<file path="src/rtl/mem_pkg.sv">
// Shared definitions for the one-hot-addressed 8x16 memory and its clients.
package mem_pkg;
  localparam int DATA_W = 16;
  localparam int DEPTH  = 8;
  localparam int ADDR_W = $clog2(DEPTH);

  typedef enum logic [2:0] {
    ST_IDLE,
    ST_ISSUE,
    ST_WAIT,
    ST_OUT,
    ST_CLEAR,
    ST_DONE
  } state_t;
endpackage

</file>
<file path="src/rtl/onehot_dec.sv">
// Index-to-one-hot decoder with enable; drives the memory addr<i> selects.
module onehot_dec import mem_pkg::*; #(
  parameter int IDX_W = ADDR_W,
  parameter int OUT_W = DEPTH
) (
  input  logic             i_en,
  input  logic [IDX_W-1:0] i_idx,
  output logic [OUT_W-1:0] o_onehot
);

  // Compare per bit so an index beyond OUT_W simply yields all-zero.
  always_comb begin
    o_onehot = '0;
    for (int i = 0; i < OUT_W; i++) begin
      o_onehot[i] = i_en && (i_idx == IDX_W'(i));
    end
  end

endmodule

</file>
<file path="src/rtl/mem_stream_reader.sv">
// Scans a wrapping address range of the one-hot memory and streams the words out.
// Define MEM_STREAM_READER_CLEAR_EN to zero each word after it is handed off.
module mem_stream_reader #(
  parameter int DATA_W = mem_pkg::DATA_W,
  parameter int DEPTH  = mem_pkg::DEPTH,
  parameter int RD_LAT = 1
) (
  input  logic                         clk,
  input  logic                         rst_n,
  input  logic                         start,
  input  logic [$clog2(DEPTH)-1:0]     first_addr,
  input  logic [$clog2(DEPTH+1)-1:0]   count,
  output logic                         busy,
  output logic                         done,
  output logic [DEPTH-1:0]             mem_sel,
  output logic                         mem_wen,
  output logic [DATA_W-1:0]            mem_wdata,
  input  logic [DATA_W-1:0]            mem_qout,
  output logic [DATA_W-1:0]            m_data,
  output logic [$clog2(DEPTH)-1:0]     m_addr,
  output logic                         m_last,
  output logic                         m_valid,
  input  logic                         m_ready
);
  import mem_pkg::*;

  localparam int ADDR_BITS = $clog2(DEPTH);
  localparam int CNT_W     = $clog2(DEPTH+1);
  localparam logic [ADDR_BITS-1:0] LAST_ADDR = ADDR_BITS'(DEPTH-1);
  localparam logic [CNT_W-1:0]     MAX_CNT   = CNT_W'(DEPTH);
  localparam logic [1:0]           WAIT_LAST = 2'(RD_LAT-1);

  state_t                r_state, w_state_n;
  logic [ADDR_BITS-1:0]  r_addr, w_addr_n, w_addr_inc;
  logic [CNT_W-1:0]      r_rem, w_rem_n;
  logic [1:0]            r_wait, w_wait_n;
  logic                  r_busy, r_done, r_mlast, w_mlast_n, r_mvalid, w_mvalid_n;
  logic [DEPTH-1:0]      r_sel, w_sel_n;
  logic                  w_sel_en;
  logic [DATA_W-1:0]     r_mdata, w_mdata_n;
  logic [ADDR_BITS-1:0]  r_maddr, w_maddr_n;

  assign w_addr_inc = (r_addr == LAST_ADDR) ? '0 : r_addr + ADDR_BITS'(1);

  always_comb begin
    w_state_n  = r_state;
    w_addr_n   = r_addr;
    w_rem_n    = r_rem;
    w_wait_n   = r_wait;
    w_mdata_n  = r_mdata;
    w_maddr_n  = r_maddr;
    w_mlast_n  = r_mlast;
    w_mvalid_n = r_mvalid;
    case (r_state)
      ST_IDLE: begin
        if (start) begin
          w_addr_n  = first_addr;
          w_rem_n   = (count > MAX_CNT) ? MAX_CNT : count;
          w_state_n = (count == '0) ? ST_DONE : ST_ISSUE;
        end
      end
      ST_ISSUE: begin
        w_wait_n  = '0;
        w_state_n = ST_WAIT;
      end
      ST_WAIT: begin
        if (r_wait == WAIT_LAST) begin
          w_mdata_n  = mem_qout;
          w_maddr_n  = r_addr;
          w_mlast_n  = (r_rem == CNT_W'(1));
          w_mvalid_n = 1'b1;
          w_state_n  = ST_OUT;
        end else begin
          w_wait_n = r_wait + 2'd1;
        end
      end
      ST_OUT: begin
        if (m_ready) begin
          w_mvalid_n = 1'b0;
`ifdef MEM_STREAM_READER_CLEAR_EN
          // Address stays put so CLEAR writes the word just delivered.
          w_state_n  = ST_CLEAR;
`else
          w_addr_n   = w_addr_inc;
          w_rem_n    = r_rem - CNT_W'(1);
          w_state_n  = (r_rem == CNT_W'(1)) ? ST_DONE : ST_ISSUE;
`endif
        end
      end
      ST_CLEAR: begin
        w_addr_n  = w_addr_inc;
        w_rem_n   = r_rem - CNT_W'(1);
        w_state_n = (r_rem == CNT_W'(1)) ? ST_DONE : ST_ISSUE;
      end
      ST_DONE: begin
        w_state_n = ST_IDLE;
      end
      default: begin
        w_state_n = ST_IDLE;
      end
    endcase
  end

  // Selects are computed from the next state so the registered copy lines up with it.
  assign w_sel_en = (w_state_n == ST_ISSUE) || (w_state_n == ST_WAIT) ||
                    (w_state_n == ST_CLEAR);

  onehot_dec #(
    .IDX_W (ADDR_BITS),
    .OUT_W (DEPTH)
  ) u_dec (
    .i_en     (w_sel_en),
    .i_idx    (w_addr_n),
    .o_onehot (w_sel_n)
  );

  always_ff @(posedge clk or negedge rst_n) begin
    if (!rst_n) begin
      r_state  <= ST_IDLE;
      r_addr   <= '0;
      r_rem    <= '0;
      r_wait   <= '0;
      r_busy   <= 1'b0;
      r_done   <= 1'b0;
      r_sel    <= '0;
      r_mdata  <= '0;
      r_maddr  <= '0;
      r_mlast  <= 1'b0;
      r_mvalid <= 1'b0;
    end else begin
      r_state  <= w_state_n;
      r_addr   <= w_addr_n;
      r_rem    <= w_rem_n;
      r_wait   <= w_wait_n;
      r_busy   <= (w_state_n != ST_IDLE);
      r_done   <= (w_state_n == ST_DONE);
      r_sel    <= w_sel_n;
      r_mdata  <= w_mdata_n;
      r_maddr  <= w_maddr_n;
      r_mlast  <= w_mlast_n;
      r_mvalid <= w_mvalid_n;
    end
  end

`ifdef MEM_STREAM_READER_CLEAR_EN
  logic r_wen;

  always_ff @(posedge clk or negedge rst_n) begin
    if (!rst_n) begin
      r_wen <= 1'b0;
    end else begin
      r_wen <= (w_state_n == ST_CLEAR);
    end
  end

  assign mem_wen = r_wen;
`else
  assign mem_wen = 1'b0;
`endif

  assign mem_wdata = '0;
  assign busy      = r_busy;
  assign done      = r_done;
  assign mem_sel   = r_sel;
  assign m_data    = r_mdata;
  assign m_addr    = r_maddr;
  assign m_last    = r_mlast;
  assign m_valid   = r_mvalid;

endmodule

</file>
<file path="config.mk">
export PLATFORM = sky130hd
export DESIGN_NAME = mem_stream_reader
export DESIGN_NICKNAME = d
export VERILOG_FILES = /design/src/rtl/mem_pkg.sv /design/src/rtl/onehot_dec.sv /design/src/rtl/mem_stream_reader.sv
export SDC_FILE = /design/constraint.sdc
export NUM_CORES = 1
export LEC_CHECK = 0
export ABC_CLOCK_PERIOD_IN_PS = 2000
export BUFFER_PORTS_ARGS = -buffer_cell sky130_fd_sc_hd__buf_2
export CORE_MARGIN = 2
export CORE_UTILIZATION = 45
export DETAILED_ROUTE_END_ITERATION = 8
export PLACE_DENSITY = 0.74
export SYNTH_ARGS = -nofsm -noshare
export SYNTH_HDL_FRONTEND = slang
export SYNTH_SLANG_ARGS = --single-unit
</file>
<file path="constraint.sdc">
create_clock -name clk -period 2 [get_ports clk]
set_clock_uncertainty 0.15 [all_clocks]
set_input_delay 0.4 -clock clk [delete_from_list [all_inputs] [get_ports clk]]
set_output_delay 0.4 -clock clk [all_outputs]
set_load 0.01 [all_outputs]
</file>
==> summary.md <==
| Metric | Value |
|---|---|
| Worst EP required | `about 2.1 ns` |
| FP Rows | `24` |
| RD Place Congestion | `just over 0.8` |
| Gr usage total | `about 15%` |
| Max Root-Sink Buffers | `2` |
| Avg Cell Area, Syn | `roughly 12 um2` |
| Syn. warnings | `0` |
| Fin nets | `between 200 and 300` |
| Xor and xnor area share after synthesis | `0%` |
| Vias per cell | `4.85` |
| Vias in the first global route | `about 1300` |
| Final WL | `about 3.5 mm` |
| Reg clk slew, reported paths | `0.08 ns` |
| Final Critical Period | `about 1.9 ns` |
| Register area share after synthesis | `53.3%` |
| Buf/Inv on CP | `0` |
| Initial antenna violation count | `0` |
| Core Area | `4320 um2` |
| Slowest-stage cell, CP | `dfrtp_2` |
| GRT overflow | `0` |
| Io pins | `75` |
| First-pass GRT wire length | `slightly below 6 mm` |
| Post-CTS Setup Bufs | `0` |
| Share of cells above drive strength 1 | `between 40 and 50%` |
| Maxcap violations | `0` |
| Post-synthesis compound-gate area fraction | `about a tenth` |
| Synth Register Bits | `43` |
| Post-synth cell types | `between 40 and 50` |
| Die H | `about 70 um` |
| P per Cell Area | `1490 nW/um2` |
| Hold Crit Class | `input pin to register` |
| CTS tree | `built` |
| Worst hold slack | `roughly 0.19 ns` |
| Pwr Total | `3630 uW` |
| Total CTS buffers | `5` |
| Clock sink count | `43` |
| DRT Pass-1 Iters | `4` |
| Post-synth EDFFs | `0` |
| WP data arrival | `a little under 2 ns` |
| Max stage delay on crit path | `about 0.46 ns` |
| Storage element area | `1080 um2` |
| Crit path cell chain | `nand4b_1, o31a_1, a221o_2, or2_1, nor2_1` |
| Static Leak | `0.00122 uW` |
| Filler instances | `about 390` |
| Worst VDD drop | `0.000588 V` |
| Final Worst Setup Slack | `0.115 ns` |
| HPWL after detailed placement | `about 2.7 mm` |
| Area Growth Syn to Fin | `21.3%` |
| Critical Path Start Type | `register` |
| Routed WL per cell | `about 12 um` |
| Die ar. | `slightly above 5000 um2` |
| Fraction of registers with async set/reset | `100%` |
| CP Capture Type | `register` |
| Run status | `finished, final reports clean` |
| Crit Path Category | `register to register` |
| Iter 0 DRT Violations | `44` |
| Setup TNS | `0 ns` |
| Die width | `slightly above 70 um` |
| Post-Synthesis Cells | `between 150 and 200` |
| Post-route clock period utilization | `94.2%` |
| Fmax achieved | `531 MHz` |
| Routed vias | `roughly 1400` |
| Setup Viol. Count Final | `0` |
| Fin. Hold Viols | `0` |
| Unrepaired setup endpoints after global routing | `false` |
| Simple-Gate Fraction of Synth Area | `approximately 12%` |
| Post-synthesis mux area share | `between 10% and 20%` |
| Area share of fa/ha/maj cells after synthesis | `3.10%` |
| # diodes | `0` |
| Slew Limit Fails | `0` |
| Setup WS pre-CTS | `between 0.08 and 0.09 ns` |
| Main combinational cell family by area after synthesis | `simple AND/OR/NAND/NOR gates` |
| DRC | `0` |
| Port bufs | `57` |
| Initial core utilization | `between 40% and 50%` |
| Crit Path Max Fanout | `11` |
| R2r setup slk | `around 0.12 ns` |
| Largest net degree at the start of global routing | `26` |
| Worst skew pair latency | `a little under 0.3 ns` |
| Multi-input logic area | `around 810 um2` |
| Synth Flop Type | `dfrtp_1` |
| CP delay by family, top | `compound AO/OA/AOI/OAI gates` |
| Htree depth | `2` |
| Antenna Nets Post-Route | `0` |
| Synth Cell Area | `around 2000 um2` |
| Clock root buffer | `clkbuf_8` |
==> worst paths after layout <==
kind | startpoint | to | cells after the start
setup / recovery | r_state[2] | mem_sel[0] | 5
hold / removal | mem_qout[5] | m_data[5] | 2
setup reg to reg | r_state[2] | mem_sel[0] | 5
hold reg to reg | m_data[10] | m_data[10] | 1
max in group asynchronous | rst_n | r_rem[3] | 3
min in group asynchronous | rst_n | done | 2
==> power by group <==
| group | internal (uW) | switching (uW) |
|---|---|---|
| sequential | 1240 | 198 |
| clock | 314 | 281 |
| combinational | 797 | 810 |
==> kinds of logic (layout without fill, tap and decap cells) <==
family | count (synthesis) | after routing
AOI/OAI and AO/OA | 29 | 29
adders and majority gates | 5 | 5
buffers and inverters | 31 | 80
DFF | 43 | 43
muxes | 20 | 20
other | 1 | 17
and+or+nand+nor | 45 | 45
==> final cells by class <==
type,count,area share [%]
sequential,43,44.0
multi-input combinational,116,32.9
timing repair buffer,64,14.9
clock buffer,7,3.94
tap,52,2.66
inverter,8,1.23
clock inverter,1,0.307
==> registers in the layout, summed over array words and instances, names as in the netlist <==
| signal | flops |
|---|---|
| m_data | 16 |
| mem_sel | 8 |
| r_rem | 4 |
| m_addr | 3 |
| r_addr | 3 |
| r_state | 3 |
| r_wait | 2 |
| busy | 1 |
| done | 1 |
| m_last | 1 |
| m_valid | 1 |
==> through the flow <==
step	cell area, um2	instances	util [%]
2_1_floorplan	2080	190	-
6_report	2450	291	56.6
3_5_place_dp	2330	282	53.8
4_1_cts	2440	291	56.5
3_3_place_gp	2330	282	53.8
5_1_grt	2450	291	56.6
==> cells in the mapped netlist, types with 3 or more instances <==
| library cell | number | area share, % |
|---|---|---|
| nand2_1 | 6 | 1.1 |
| buf_2 | 3 | 0.74 |
| inv_1 | 8 | 1.5 |
| buf_4 | 17 | 6.3 |
| ha_1 | 5 | 3.1 |
| dfrtp_1 | 43 | 53 |
| o21ai_0 | 6 | 1.5 |
| a21oi_1 | 5 | 1.2 |
| nand2b_1 | 3 | 0.93 |
| mux2_2 | 20 | 11 |
| nor2_1 | 15 | 2.8 |
==> worst register-to-register path, cell delays in order, from the launching register on <==
cell,delay [ns]
dfrtp_2,0.46
nand4b_1,0.24
o31a_1,0.19
a221o_2,0.44
or2_1,0.23
nor2_1,0.10
==> layout by cell type (no fill, tap or decap), drive strengths merged, types with 5 or more instances in the layout <==
cell | Yosys | layout
buf | 22 | 63
ha | 5 | 5
mux2 | 20 | 20
nor2 | 16 | 16
nand2 | 6 | 6
clkbuf | 1 | 7
a21oi | 5 | 5
dfrtp | 43 | 43
inv | 8 | 8
o21ai | 7 | 7
conb | 1 | 17
==> timing repair <==
item                                   CTS  global route
hold buffers                             1             0
setup endpoints to repair                0            11
endpoints found under the hold margin   18             0
resized for setup                        0             2
==> per-layer routing <==
layer	wire length [um]	part of all wire, %	GRT usage [%]
met4	53	1.5	5.87
met3	217	6.1	3.56
met5	0	0	0
met2	1780	50	25.1
met1	1490	42	18.6
Note: power is estimated with default switching activity, not from simulation.
